[src/rtl/wb_pkg.sv]
// ---------------------------------------------------------------------------
// wb_pkg
// Shared definitions for the 8-bit Wishbone peripheral bus initiator:
// default address/data widths, default ACK timeout and the FSM state encoding.
// ---------------------------------------------------------------------------
package wb_pkg;

  localparam int AW_DEF      = 8;
  localparam int DW_DEF      = 8;
  localparam int TIMEOUT_DEF = 15;

  // State encoding of the initiator FSM.
  localparam logic ST_IDLE = 1'b0;
  localparam logic ST_BUS  = 1'b1;

  typedef enum logic {
    IDLE = ST_IDLE,
    BUS  = ST_BUS
  } wb_state_e;

endpackage : wb_pkg

[src/rtl/wb_timeout_cnt.sv]
// ---------------------------------------------------------------------------
// wb_timeout_cnt
// Saturating cycle counter used to bound how long the initiator waits for ACK.
//   clk      in  system clock
//   rst      in  asynchronous active-low reset
//   clr      in  synchronous clear (start of a bus phase)
//   en       in  count one bus cycle without ACK
//   expired  out count has reached TIMEOUT-1, so the current edge is the last
//                one allowed; constant 0 when TIMEOUT = 0 (wait forever)
// ---------------------------------------------------------------------------
module wb_timeout_cnt #(
  parameter int TIMEOUT = 15
) (
  input  logic clk,
  input  logic rst,
  input  logic clr,
  input  logic en,
  output logic expired
);

  localparam int CW = (TIMEOUT > 0) ? $clog2(TIMEOUT + 1) : 1;

  logic [CW-1:0] cnt;

  // NOTE: sequential state is written only with non-blocking assignments so
  // every register samples the pre-edge value of every other register.
  always_ff @(posedge clk or negedge rst) begin
    if (!rst) begin
      cnt <= '0;
    end else if (clr) begin
      cnt <= '0;
    end else if (en && (cnt != '1)) begin
      cnt <= cnt + CW'(1);
    end
  end

  generate
    if (TIMEOUT == 0) begin : g_forever
      assign expired = 1'b0;
    end else begin : g_limit
      assign expired = (cnt == CW'(TIMEOUT - 1));
    end
  endgenerate

endmodule : wb_timeout_cnt

[src/rtl/wb_initiator.sv]
// ---------------------------------------------------------------------------
// wb_initiator
// Wishbone classic single-cycle bus master. Accepts one valid/ready request,
// runs one read or write on the bus, waits for ACK (bounded by TIMEOUT bus
// cycles, 0 = unbounded) and returns a one-cycle response strobe.
//   clk, rst                  clock, asynchronous active-low reset
//   req_valid/req_ready       request handshake (ready only in IDLE)
//   req_we/req_adr/req_dat    request direction, address, write data
//   rsp_valid                 one-cycle response strobe, no backpressure
//   rsp_dat                   read data (0 for writes and errors), held
//   rsp_err                   timeout error, qualified by rsp_valid
//   busy                      bus phase in progress
//   WB_*                      Wishbone classic master signals
// ---------------------------------------------------------------------------
module wb_initiator
  import wb_pkg::*;
#(
  parameter int AW      = AW_DEF,
  parameter int DW      = DW_DEF,
  parameter int TIMEOUT = TIMEOUT_DEF
) (
  input  logic          clk,
  input  logic          rst,
  input  logic          req_valid,
  output logic          req_ready,
  input  logic          req_we,
  input  logic [AW-1:0] req_adr,
  input  logic [DW-1:0] req_dat,
  output logic          rsp_valid,
  output logic [DW-1:0] rsp_dat,
  output logic          rsp_err,
  output logic          busy,
  output logic [AW-1:0] WB_ADRo,
  output logic [DW-1:0] WB_DATo,
  input  logic [DW-1:0] WB_DATi,
  output logic          WB_WEo,
  output logic          WB_CYCo,
  output logic          WB_STBo,
  input  logic          WB_ACKi
);

  wb_state_e state;
  logic      accept;
  logic      expired;

  assign req_ready = (state == IDLE);
  assign accept    = req_ready && req_valid;

  wb_timeout_cnt #(
    .TIMEOUT (TIMEOUT)
  ) u_timeout (
    .clk     (clk),
    .rst     (rst),
    .clr     (accept),
    .en      ((state == BUS) && !WB_ACKi),
    .expired (expired)
  );

  always_ff @(posedge clk or negedge rst) begin
    if (!rst) begin
      state     <= IDLE;
      rsp_valid <= 1'b0;
      rsp_dat   <= '0;
      rsp_err   <= 1'b0;
      busy      <= 1'b0;
      WB_ADRo   <= '0;
      WB_DATo   <= '0;
      WB_WEo    <= 1'b0;
      WB_CYCo   <= 1'b0;
      WB_STBo   <= 1'b0;
    end else begin
      // Response is a single-cycle strobe; rsp_dat alone holds its value.
      rsp_valid <= 1'b0;
      rsp_err   <= 1'b0;

      case (state)
        IDLE: begin
          // ACK seen here is ignored: no cycle is open.
          if (req_valid) begin
            WB_ADRo <= req_adr;
            WB_DATo <= req_dat;
            WB_WEo  <= req_we;
            WB_CYCo <= 1'b1;
            WB_STBo <= 1'b1;
            busy    <= 1'b1;
            state   <= BUS;
          end
        end

        BUS: begin
          // ACK is tested first so it wins over a coincident timeout.
          if (WB_ACKi) begin
            WB_CYCo   <= 1'b0;
            WB_STBo   <= 1'b0;
            busy      <= 1'b0;
            rsp_valid <= 1'b1;
            rsp_dat   <= WB_WEo ? '0 : WB_DATi;
            state     <= IDLE;
          end else if (expired) begin
            WB_CYCo   <= 1'b0;
            WB_STBo   <= 1'b0;
            busy      <= 1'b0;
            rsp_valid <= 1'b1;
            rsp_err   <= 1'b1;
            rsp_dat   <= '0;
            state     <= IDLE;
          end
        end

        default: state <= IDLE;
      endcase
    end
  end

endmodule : wb_initiator

[config.mk]
export PLATFORM = sky130hd
export DESIGN_NAME = wb_initiator
export DESIGN_NICKNAME = d
export VERILOG_FILES = /design/src/rtl/wb_pkg.sv /design/src/rtl/wb_timeout_cnt.sv /design/src/rtl/wb_initiator.sv
export SDC_FILE = /design/constraint.sdc
export NUM_CORES = 1
export LEC_CHECK = 0
export BUFFER_PORTS_ARGS = -buffer_cell sky130_fd_sc_hd__buf_2
export CORE_MARGIN = 1
export CORE_UTILIZATION = 53
export CTS_BUF_LIST = sky130_fd_sc_hd__clkbuf_4
export DETAILED_ROUTE_END_ITERATION = 6
export GPL_ROUTABILITY_DRIVEN = 0
export GPL_TIMING_DRIVEN = 0
export PLACE_DENSITY = 0.83
export REMOVE_ABC_BUFFERS = 1
export SETUP_SLACK_MARGIN = 0.5
export SLEW_MARGIN = 20
export SYNTH_ARGS = -nofsm -noshare
export SYNTH_HDL_FRONTEND = slang
export SYNTH_SLANG_ARGS = --single-unit
[constraint.sdc]
create_clock -name clk -period 3.7 [get_ports clk]
set_input_delay 0.555 -clock clk [delete_from_list [all_inputs] [get_ports clk]]
set_output_delay 0.555 -clock clk [all_outputs]
set_load 0.02 [all_outputs]
==> impl_metrics.toml, run 1 <==
[yosys]
synth_top_family_by_area = "multiplexers"
synth_compound_area_share_pct = 9.227
synthSimpleGateAreaFrac_pct = 6.415
yosysWarnings = 0
synth_xor_area_share_pct = 0
syn_area_per_cell_um2 = 14.99
synth_cell_types = 23
synth_seq_area_share_pct = 58.00
synth_cells = 95
yosys.area_share.adder_pct = 1.757
synth.mux.area_fraction_pct = 19.33
synth_area_um2 = 1424
synth_seq_cells = 33

[setup_path]
critPathCaptureType = "primary output"
crit_fanout = 8
crit_type = "reg2out"
crit_arrival_ns = 1.14
cp.required_ns = 3.14
start_kind = "flop"

[routing]
drtPass1Iterations = 4
first_iter_violations = 9
finalWirelength_um = 2560
drt-wirelength-per-cell_um = 13.69
postRouteAntennaNets = 0
vias = 965
drc_errors = 0
routed_via_density = 5.160

[clock_network]
clkLatencyLatePin_ns = 0.33
clock-sinks = 33
cts_tree = "built"
cts_setup_buffers = 0
htree_levels = 2
cts_resized = 0
cts_max_path_buffers = 2
cts.clk_slew.worst_paths_ns = 0.10
cts_buffers = 5
holdBufCountCts = 0
root_buffer = "clkbuf_4"

[sta]
maxSlewViolCount = 0
fmax_mhz = 589.3
tightestPinTransition_ns = 0.7043
hold_viol = 0
finalSetupViolCount = 0
fin_skew_ns = 0.005975
rsz0062_at_grt = "false"
min_period_ns = 1.697
slew-limit-headroom_pct = 53.05
finalCritPeriodShare_pct = 45.86
fin_tns_setup_ns = 0

[placement]
postPlaceCellArea_um2 = 1708
dpl.hpwl_um = 1845
placedCellCount = 179
portBuffers = 59

[floorplanning]
die_h_um = 53.83
die_area_um2 = 2898
die-width_um = 53.83
fp.coreArea_um2 = 2500
initial_utilization_pct = 56.96
io_pins = 60
num_rows = 18

[pwr]
ir_worst_vdd_v = 0.0004408
power_density_nw_per_um2 = 584.2
p_leak_nw = 0.9679

[finish]
design_area_um2 = 1763
syn_to_final_growth_pct = 23.81
drive_gt1_share_pct = 61.78
final_net_count = 187
fill_cells = 183
diodes = 0
final_common_cell = "buf_2"
final_cell_mix = "buf_2 (59), dfrtp_1 (33), mux2_4 (17)"
fin_cells = 187

[global_routing]
grt_antenna_before_repair = 0
gr-total-overflow = 0
grt_pass1_vias = 851
grtUsageTotal_pct = 20.18
grt_pass1_wl_um = 3884
grt_max_degree = 34

[job]
max-cap-violations = 0

[outcome]
status = "completed"

[min_path]
hp-class = "in2async"
area by class of cell:
type	instances	area (um2)	share of cell area, %
Sequential cell	33	825.8	46.84
Clock buffer	6	45.04	2.555
Clock inverter	2	10.01	0.5678
Multi-Input combinational cell	50	523.0	29.67
Inverter	7	26.28	1.490
Timing Repair Buffer	59	295.3	16.75
Tap cell	30	37.54	2.129
state kept, by name, summed over array words and instances, names as in the netlist:
name	flops
WB_WEo	1
WB_STBo	1
rsp_dat	8
WB_DATo	8
u_timeout.cnt	4
state	1
WB_ADRo	8
rsp_err	1
rsp_valid	1
cell usage after synthesis:
cell      instances  share of area [%]
buf_6             3                2.4
nand4b_1          1               0.62
nor4_1            1               0.44
nor2_1            1               0.26
nand2b_4          1               0.97
dfrtp_1          33                 58
ha_1              2                1.8
buf_4             2                1.1
a21oi_1           3                1.1
a31oi_1           1               0.44
o21ai_0           1               0.35
nand2_1           3               0.79
a22o_2            8                5.6
and3_2            2                1.1
o32ai_1           1               0.62
inv_1             7                1.8
mux2i_1           2                1.4
mux2_4           17                 18
a211oi_1          1               0.53
o21ai_2           1               0.62
nand2b_1          1               0.44
nor3_4            1                1.1
nor3_1            2               0.70
stage by stage:
| step | hold WS (ns) | util (%) | power, W | worst slack, ns |
|---|---|---|---|---|
| after floorplan | 0.2594 | - | 0.0007215 | 2.378 |
| after global placement | 0.4826 | 68.32 | 0.0008289 | 2.242 |
| after detailed placement | 0.4898 | 68.32 | 0.0008476 | 2.217 |
| after CTS | 0.2845 | 70.52 | 0.001043 | 1.982 |
| after global routing | 0.3091 | 70.52 | 0.001094 | 1.923 |
| final | 0.2680 | 70.52 | 0.001030 | 2.003 |
path summary, 6_finish.rpt:
path                                       start               end  slack, ns  cells after the start
worst max-delay path                       state         req_ready       2.00                      2
worst min-delay path                         rst        WB_DATo[7]       0.27                      1
worst max register to register  u_timeout.cnt[0]        rsp_dat[1]       2.20                      5
worst min register to register        rsp_dat[6]        rsp_dat[6]       0.51                      1
max in group asynchronous                    rst  u_timeout.cnt[1]       2.98                      1
min in group clk                      req_adr[2]        WB_ADRo[2]       0.45                      2
metal layers:
| metal | global-route usage (%) | up-vias | wire length, um | part of all wire [%] |
|---|---|---|---|---|
| met3 | 6.497 | 5 | 237 | 9.3 |
| met5 | 0 | - | 0 | 0 |
| li1 | - | 453 | - | - |
| met1 | 23.71 | 449 | 1107 | 43 |
| met4 | 11.84 | 0 | 42 | 1.6 |
| met2 | 32.10 | 58 | 1172 | 46 |
report_power, final:
part	switching, W	leakage, nW	internal (W)	total (W)
Clock	0.000113	0.0354	0.0000796	0.000193
Sequential	0.0000560	0.406	0.000438	0.000494
Combinational	0.000183	0.526	0.000160	0.000343
worst max-delay path, cell delays in order, from the launching register on:
cell	delay, ns
dfrtp_1	0.47
inv_1	0.16
buf_2	0.19
cell families after synthesis:
group | Yosys count
flops | 33
compound gates | 16
fa+ha+maj | 2
buf+inv | 12
simple gates | 13
mux | 19
No activity file was read; power rests on OpenSTA's default activity.
==> run 2, diff against run 1 <==
Settings changed: ABC_AREA set to 1, CORE_UTILIZATION 53 to 44, PLACE_DENSITY 0.83 to 0.73.
Clock period 3.7 ns to 1.5 ns, I/O delays scaled along.
==> run 2 against run 1 <==
Against the previous run:
- the flow now finishes with violations (hold timing)
- routed wire length grew 75%
- total power grew to 3.2 times the previous value
- die area grew 22%
- sequential share of layout area shrank 12 points
- sequential power grew to 2.5 times the previous value
- global-route usage grew 5.8 points
- critical endpoint is now WB_STBo
==> impl_metrics.toml, run 2 <==
[setup_path]
critPathCaptureType = "flop"
start_kind = "flop"
crit_arrival_ns = 1.51
cp_slowest_cell = "dfrtp_1"
worst_path_largest_cell_delay_ns = 0.43
crit_type = "reg2reg"
crit_fanout = 5
path_cells = "inv_2, ha_4, nand3_4, a21oi_4, o21ai_1"
cp.required_ns = 1.71

[yosys]
yosysWarnings = 0
synth_most_common_cell = "dfrtp_1"
synth_area_leader_cell = "dfrtp_1"
synth_cell_types = 21
synth_cells = 118
netlist.area_leader.share_pct = 56.70
syn_area_per_cell_um2 = 12.34
synth_seq_cells = 33
synth.area.top_cells = "dfrtp_1 (57%), mux2_4 (12%), nand4_1 (4.7%)"
ys_async_sr_fraction_pct = 100.0
synth_ff_type = "dfrtp_1"
synth_seq_area_share_pct = 56.70
synth_common_cells = "dfrtp_1 (33), inv_1 (17), mux2_4 (12), nand4_1 (11), o21ai_0 (11)"
synth_area_um2 = 1456
synth_edf_count = 0

[sta]
slew-limit-headroom_pct = 52.60
finalCritPeriodShare_pct = 86.77
tightestPinTransition_ns = 0.7110
min_period_ns = 1.302
fin_tns_setup_ns = 0
rsz0062_at_grt = "true"
hold_viol = 33
hold_ws_ns = -0.08706
fmax_mhz = 768.3
fin_skew_ns = 0.01545
finalSetupViolCount = 0
maxSlewViolCount = 0

[clock_network]
cts_max_path_buffers = 2
root_buffer = "clkbuf_4"
clock-sinks = 33
htree_levels = 2
clkLatencyLatePin_ns = 0.35
cts_tree = "built"
cts_buffers = 5
cts.clk_slew.worst_paths_ns = 0.11

[job]
max-cap-violations = 0

[global_routing]
grtUsageTotal_pct = 25.94
grt_max_degree = 34
grt_antenna_before_repair = 0
grt_pass1_vias = 1322
grt_pass1_wl_um = 6375
gr-total-overflow = 0

[finish]
final_common_cell = "buf_6"
design_area_um2 = 2402
syn_to_final_growth_pct = 64.95
final_cell_mix = "buf_6 (32), dfrtp_1 (31), buf_2 (28)"
diodes = 0
fill_cells = 178
drive_gt1_share_pct = 61.79
top_regs = "WB_ADRo: 8 flops, WB_DATo: 8 flops, rsp_dat: 8 flops"
final_net_count = 242
utilization_pct = 77.42

[placement]
postPlaceCellArea_um2 = 1744
portBuffers = 59
dpl.hpwl_um = 2024

[routing]
routed_via_density = 5.125
first_iter_violations = 58
postRouteAntennaNets = 0
drtPass1Iterations = 5
vias = 1312
drt-wirelength-per-cell_um = 17.49
finalWirelength_um = 4478
drc_errors = 0

[floorplanning]
initial_utilization_pct = 46.94
io_pins = 60
fp.coreArea_um2 = 3103
die_h_um = 59.53
die_area_um2 = 3544
num_rows = 20
die-width_um = 59.53

[pwr]
power_w = 0.003332
ir_worst_vdd_v = 0.0007560
p_leak_nw = 1.215
power_density_nw_per_um2 = 1387

[min_path]
hp-class = "in2async"

[outcome]
status = "finished with violations"
violations = "hold timing"
run 2: routing by layer:
metal  up-vias  wire length (um)  track usage, %
li1        589                 -               -
met1       654              1523           27.05
met2        57              2611           47.19
met3        12               220           7.642
met4         0               123           12.62
met5         -                 0               0
run 2: what timing repair did:
action,CTS,global route
pin swaps,3,3
resized for setup,90,7
gates cloned,4,0
buffers inserted,20,9
endpoints found under the setup margin,64,64
endpoints found under the hold margin,33,33
run 2: final cells by class:
| type | count | area (um2) | share of cell area, % |
|---|---|---|---|
| sequential | 33 | 828.3 | 34.48 |
| clock buffer | 6 | 45.04 | 1.875 |
| multi-input combinational | 64 | 630.6 | 26.25 |
| timing repair buffer | 88 | 730.7 | 30.42 |
| clock inverter | 2 | 33.78 | 1.406 |
| tap | 44 | 55.05 | 2.292 |
| inverter | 19 | 78.83 | 3.281 |
run 2: cell families after synthesis:
family                   after synthesis  synth area share, %
flip-flops                            33                56.70
multiplexers                          16                15.46
AND/OR/NAND/NOR                       28                10.74
adder cells (fa/ha/maj)                2                1.718
AO/OA/AOI/OAI                         14                5.670
buffers and inverters                 25                9.707
run 2: final timing paths:
| kind | start | end | slack [ns] | cells past startpoint |
|---|---|---|---|---|
| worst max-delay path | u_timeout.cnt[0] | WB_STBo | 0.20 | 5 |
| worst min-delay path | rst | WB_DATo[4] | -0.09 | 1 |
| worst max register to register | u_timeout.cnt[0] | WB_STBo | 0.20 | 5 |
| worst min register to register | WB_DATo[7] | WB_DATo[7] | 0.55 | 1 |
| max in group asynchronous | rst | u_timeout.cnt[1] | 1.08 | 1 |
| min in group clk | req_adr[5] | WB_ADRo[5] | 0.10 | 2 |
run 2: metrics by stage:
stage / cells / setup slack [ns]
CTS: 247 / 0.2863
detailed placement: 215 / 0.1357
floorplan: 112 / 0.2581
global placement: 215 / 0.1937
finish: 256 / 0.1984
global route: 256 / 0.1642
run 2: where the power goes:
group / switching (W) / leakage (nW) / internal [W]
combinational: 0.000638 / 0.766 / 0.000778
sequential: 0.000169 / 0.406 / 0.00107
clock: 0.000314 / 0.0433 / 0.000365
total: 0.00112 / 1.21 / 0.00221
run 2: critical path, delay by kind of cell, from the launching register on:
kind	cells	cell delay (ns)
buffers and inverters	1	0.10
AO/OA/AOI/OAI	2	0.38
AND/OR/NAND/NOR	1	0.11
flip-flops	1	0.43
adder cells (fa/ha/maj)	1	0.15
==> run 3, diff against run 2 <==
Settings changed: CORE_UTILIZATION 44 to 49, PLACE_DENSITY 0.73 to 0.77.
Clock period 1.5 ns to 1.2 ns, I/O delays scaled along.
==> run 3 against run 2 <==
Against the previous run:
- the flow finishes with violations (hold timing, setup timing)
- first-iteration DRC count is 21% higher
- critical path type unchanged
- largest power group unchanged
- non-clock buffer count is 2 higher
- critical endpoint is now u_timeout.cnt[3]
- global-route usage is 2.1 points higher
- fmax hardly changed
- via count is 3.3% higher
- count of clock-buffer cells in the layout stayed put
- design area is 0.94% lower
- utilization is 8.1 points higher
- total power is 27% higher
- sequential power is 25% higher
- register-to-register slack worse by 0.30 ns
==> impl_metrics.toml, run 3 (synthesized netlist as in run 2, its figures left out) <==
[routing]
vias = 1355
postRouteAntennaNets = 0
drt-wirelength-per-cell_um = 20.46
drtPass1Iterations = 4
finalWirelength_um = 5012
first_iter_violations = 70
drc_errors = 0
routed_via_density = 5.531

[pwr]
power_w = 0.004242
power_switching_share_pct = 34.43
p_seq_share_pct = 36.6
net-switching-power_w = 0.001461
p_comb_share_pct = 42.9
power_density_nw_per_um2 = 1782
p_leak_nw = 1.205
clkPwrFrac_pct = 20.5
ir_worst_vdd_v = 0.001588
p_int_w = 0.002781

[setup_path]
crit_arrival_ns = 1.59
cp_slowest_cell = "dfrtp_2"
path_cells = "inv_8, nor2_1, nand2_2, inv_2, nand4_1, nand2_1"
worst_path_largest_cell_delay_ns = 0.44
cp.required_ns = 1.49
critPathCaptureType = "flop"
crit_type = "reg2reg"
crit_fanout = 6
start_kind = "flop"

[sta]
finalCritPeriodShare_pct = 108.4
hold_ws_ns = -0.1384
hold_viol = 33
maxSlewViolCount = 0
fin_skew_ns = 0.01275
worst_slack_ns = -0.1009
rsz0062_at_grt = "true"
fmax_mhz = 768.7
tightestPinTransition_ns = 0.7207
finalSetupViolCount = 16
min_period_ns = 1.301
slew-limit-headroom_pct = 51.95

[placement]
placedCellCount = 202
detailedPlace.worstSlack_ns = -0.1641
portBuffers = 59
dpl.hpwl_um = 1995
postPlaceCellArea_um2 = 1728

[floorplanning]
die-width_um = 56.52
die_h_um = 56.52
fp.coreArea_um2 = 2781
initial_utilization_pct = 52.36
die_area_um2 = 3195
io_pins = 60
num_rows = 19

[finish]
diodes = 0
final_net_count = 244
utilization_pct = 85.56
drive_gt1_share_pct = 63.55
final_cell_mix = "buf_6 (33), dfrtp_1 (31), buf_2 (28), buf_4 (28), inv_1 (14)"
syn_to_final_growth_pct = 63.40
design_area_um2 = 2380
final_common_cell = "buf_6"
fill_cells = 111
fin_cells = 245
top_regs = "WB_ADRo: 8 flops, WB_DATo: 8 flops, rsp_dat: 8 flops"

[global_routing]
gr-total-overflow = 0
grt_pass1_wl_um = 6444
grt_pass1_vias = 1303
grt_antenna_before_repair = 0
grt_max_degree = 34
grtUsageTotal_pct = 28.01

[min_path]
hp-class = "in2async"

[clock_network]
root_buffer = "clkbuf_4"
cts_max_path_buffers = 2
htree_levels = 2
cts.clk_slew.worst_paths_ns = 0.12
clkLatencyLatePin_ns = 0.35
clock-sinks = 33
cts_tree = "built"
cts_buffers = 5

[outcome]
violations = "hold timing, setup timing"
status = "finished with violations"

[job]
max-cap-violations = 0
-- run 3: cell types whose count changed in the layout (fill, tap and decap cells not counted), sizes merged --
cell	delta
buf	+2
clkinv	-1
clkinvlp	+2
nand2	-1
-- run 3: final timing paths --
check	depth (start not counted)	slack [ns]	endpoint	from
worst max-delay path	6	-0.10	u_timeout.cnt[3]	state
worst min-delay path	1	-0.14	WB_DATo[4]	rst
worst max register to register	6	-0.10	u_timeout.cnt[3]	state
worst min register to register	2	0.53	rsp_dat[5]	rsp_dat[5]
max in group asynchronous	1	0.82	state	rst
min in group clk	2	0.05	WB_DATo[5]	req_dat[5]
-- run 3: layer usage --
| layer | wire length [um] | GRT usage [%] | up-vias |
|---|---|---|---|
| met5 | 0 | 0 | - |
| met4 | 373 | 13.94 | 0 |
| met3 | 285 | 8.756 | 33 |
| met2 | 2658 | 50.59 | 84 |
| met1 | 1695 | 28.81 | 649 |
| li1 | - | - | 589 |
-- run 3: worst max-delay path: cells and delay by family, from the launching register on --
kind          cells  cell delay [ns]
buf+inv           2             0.18
flops             1             0.44
simple gates      4             0.62
-- run 3: final cells by class --
cell class                 instances  area, um2  share of cell area (%)
sequential                        33      828.3                   34.81
timing repair buffer              90      742.0                   31.18
timing repair inverter             1      7.507                  0.3155
tap                               31      38.79                   1.630
inverter                          19      82.58                   3.470
clock inverter                     2      33.78                   1.420
multi-input combinational         63      601.8                   25.29
clock buffer                       6      45.04                   1.893
-- run 3: through the flow --
stage	TNS, ns	hold slack, ns
2_1_floorplan	-0.2347	-0.1156
3_3_place_gp	-2.186	0.2628
3_5_place_dp	-2.997	0.2721
4_1_cts	0	-0.1041
5_1_grt	-1.169	-0.07714
6_report	-0.7192	-0.1384
-- run 3: power by group through the flow --
stage                     Clock, W  Sequential, W  Combinational (W)
final                     0.000871        0.00155            0.00182
after CTS                 0.000851        0.00152            0.00157
after detailed placement         0        0.00150           0.000984
after global routing      0.000919        0.00156            0.00190
after global placement           0        0.00148           0.000962
after floorplan                  0        0.00175           0.000365
-- run 3: repair_timing --
action                                 4_1_cts  5_1_grt
resized for setup                           88        9
buffers inserted                            21       10
pin swaps                                    4        3
cloned                                       3        1
setup endpoints to repair                   64       64
endpoints found under the hold margin       33       33
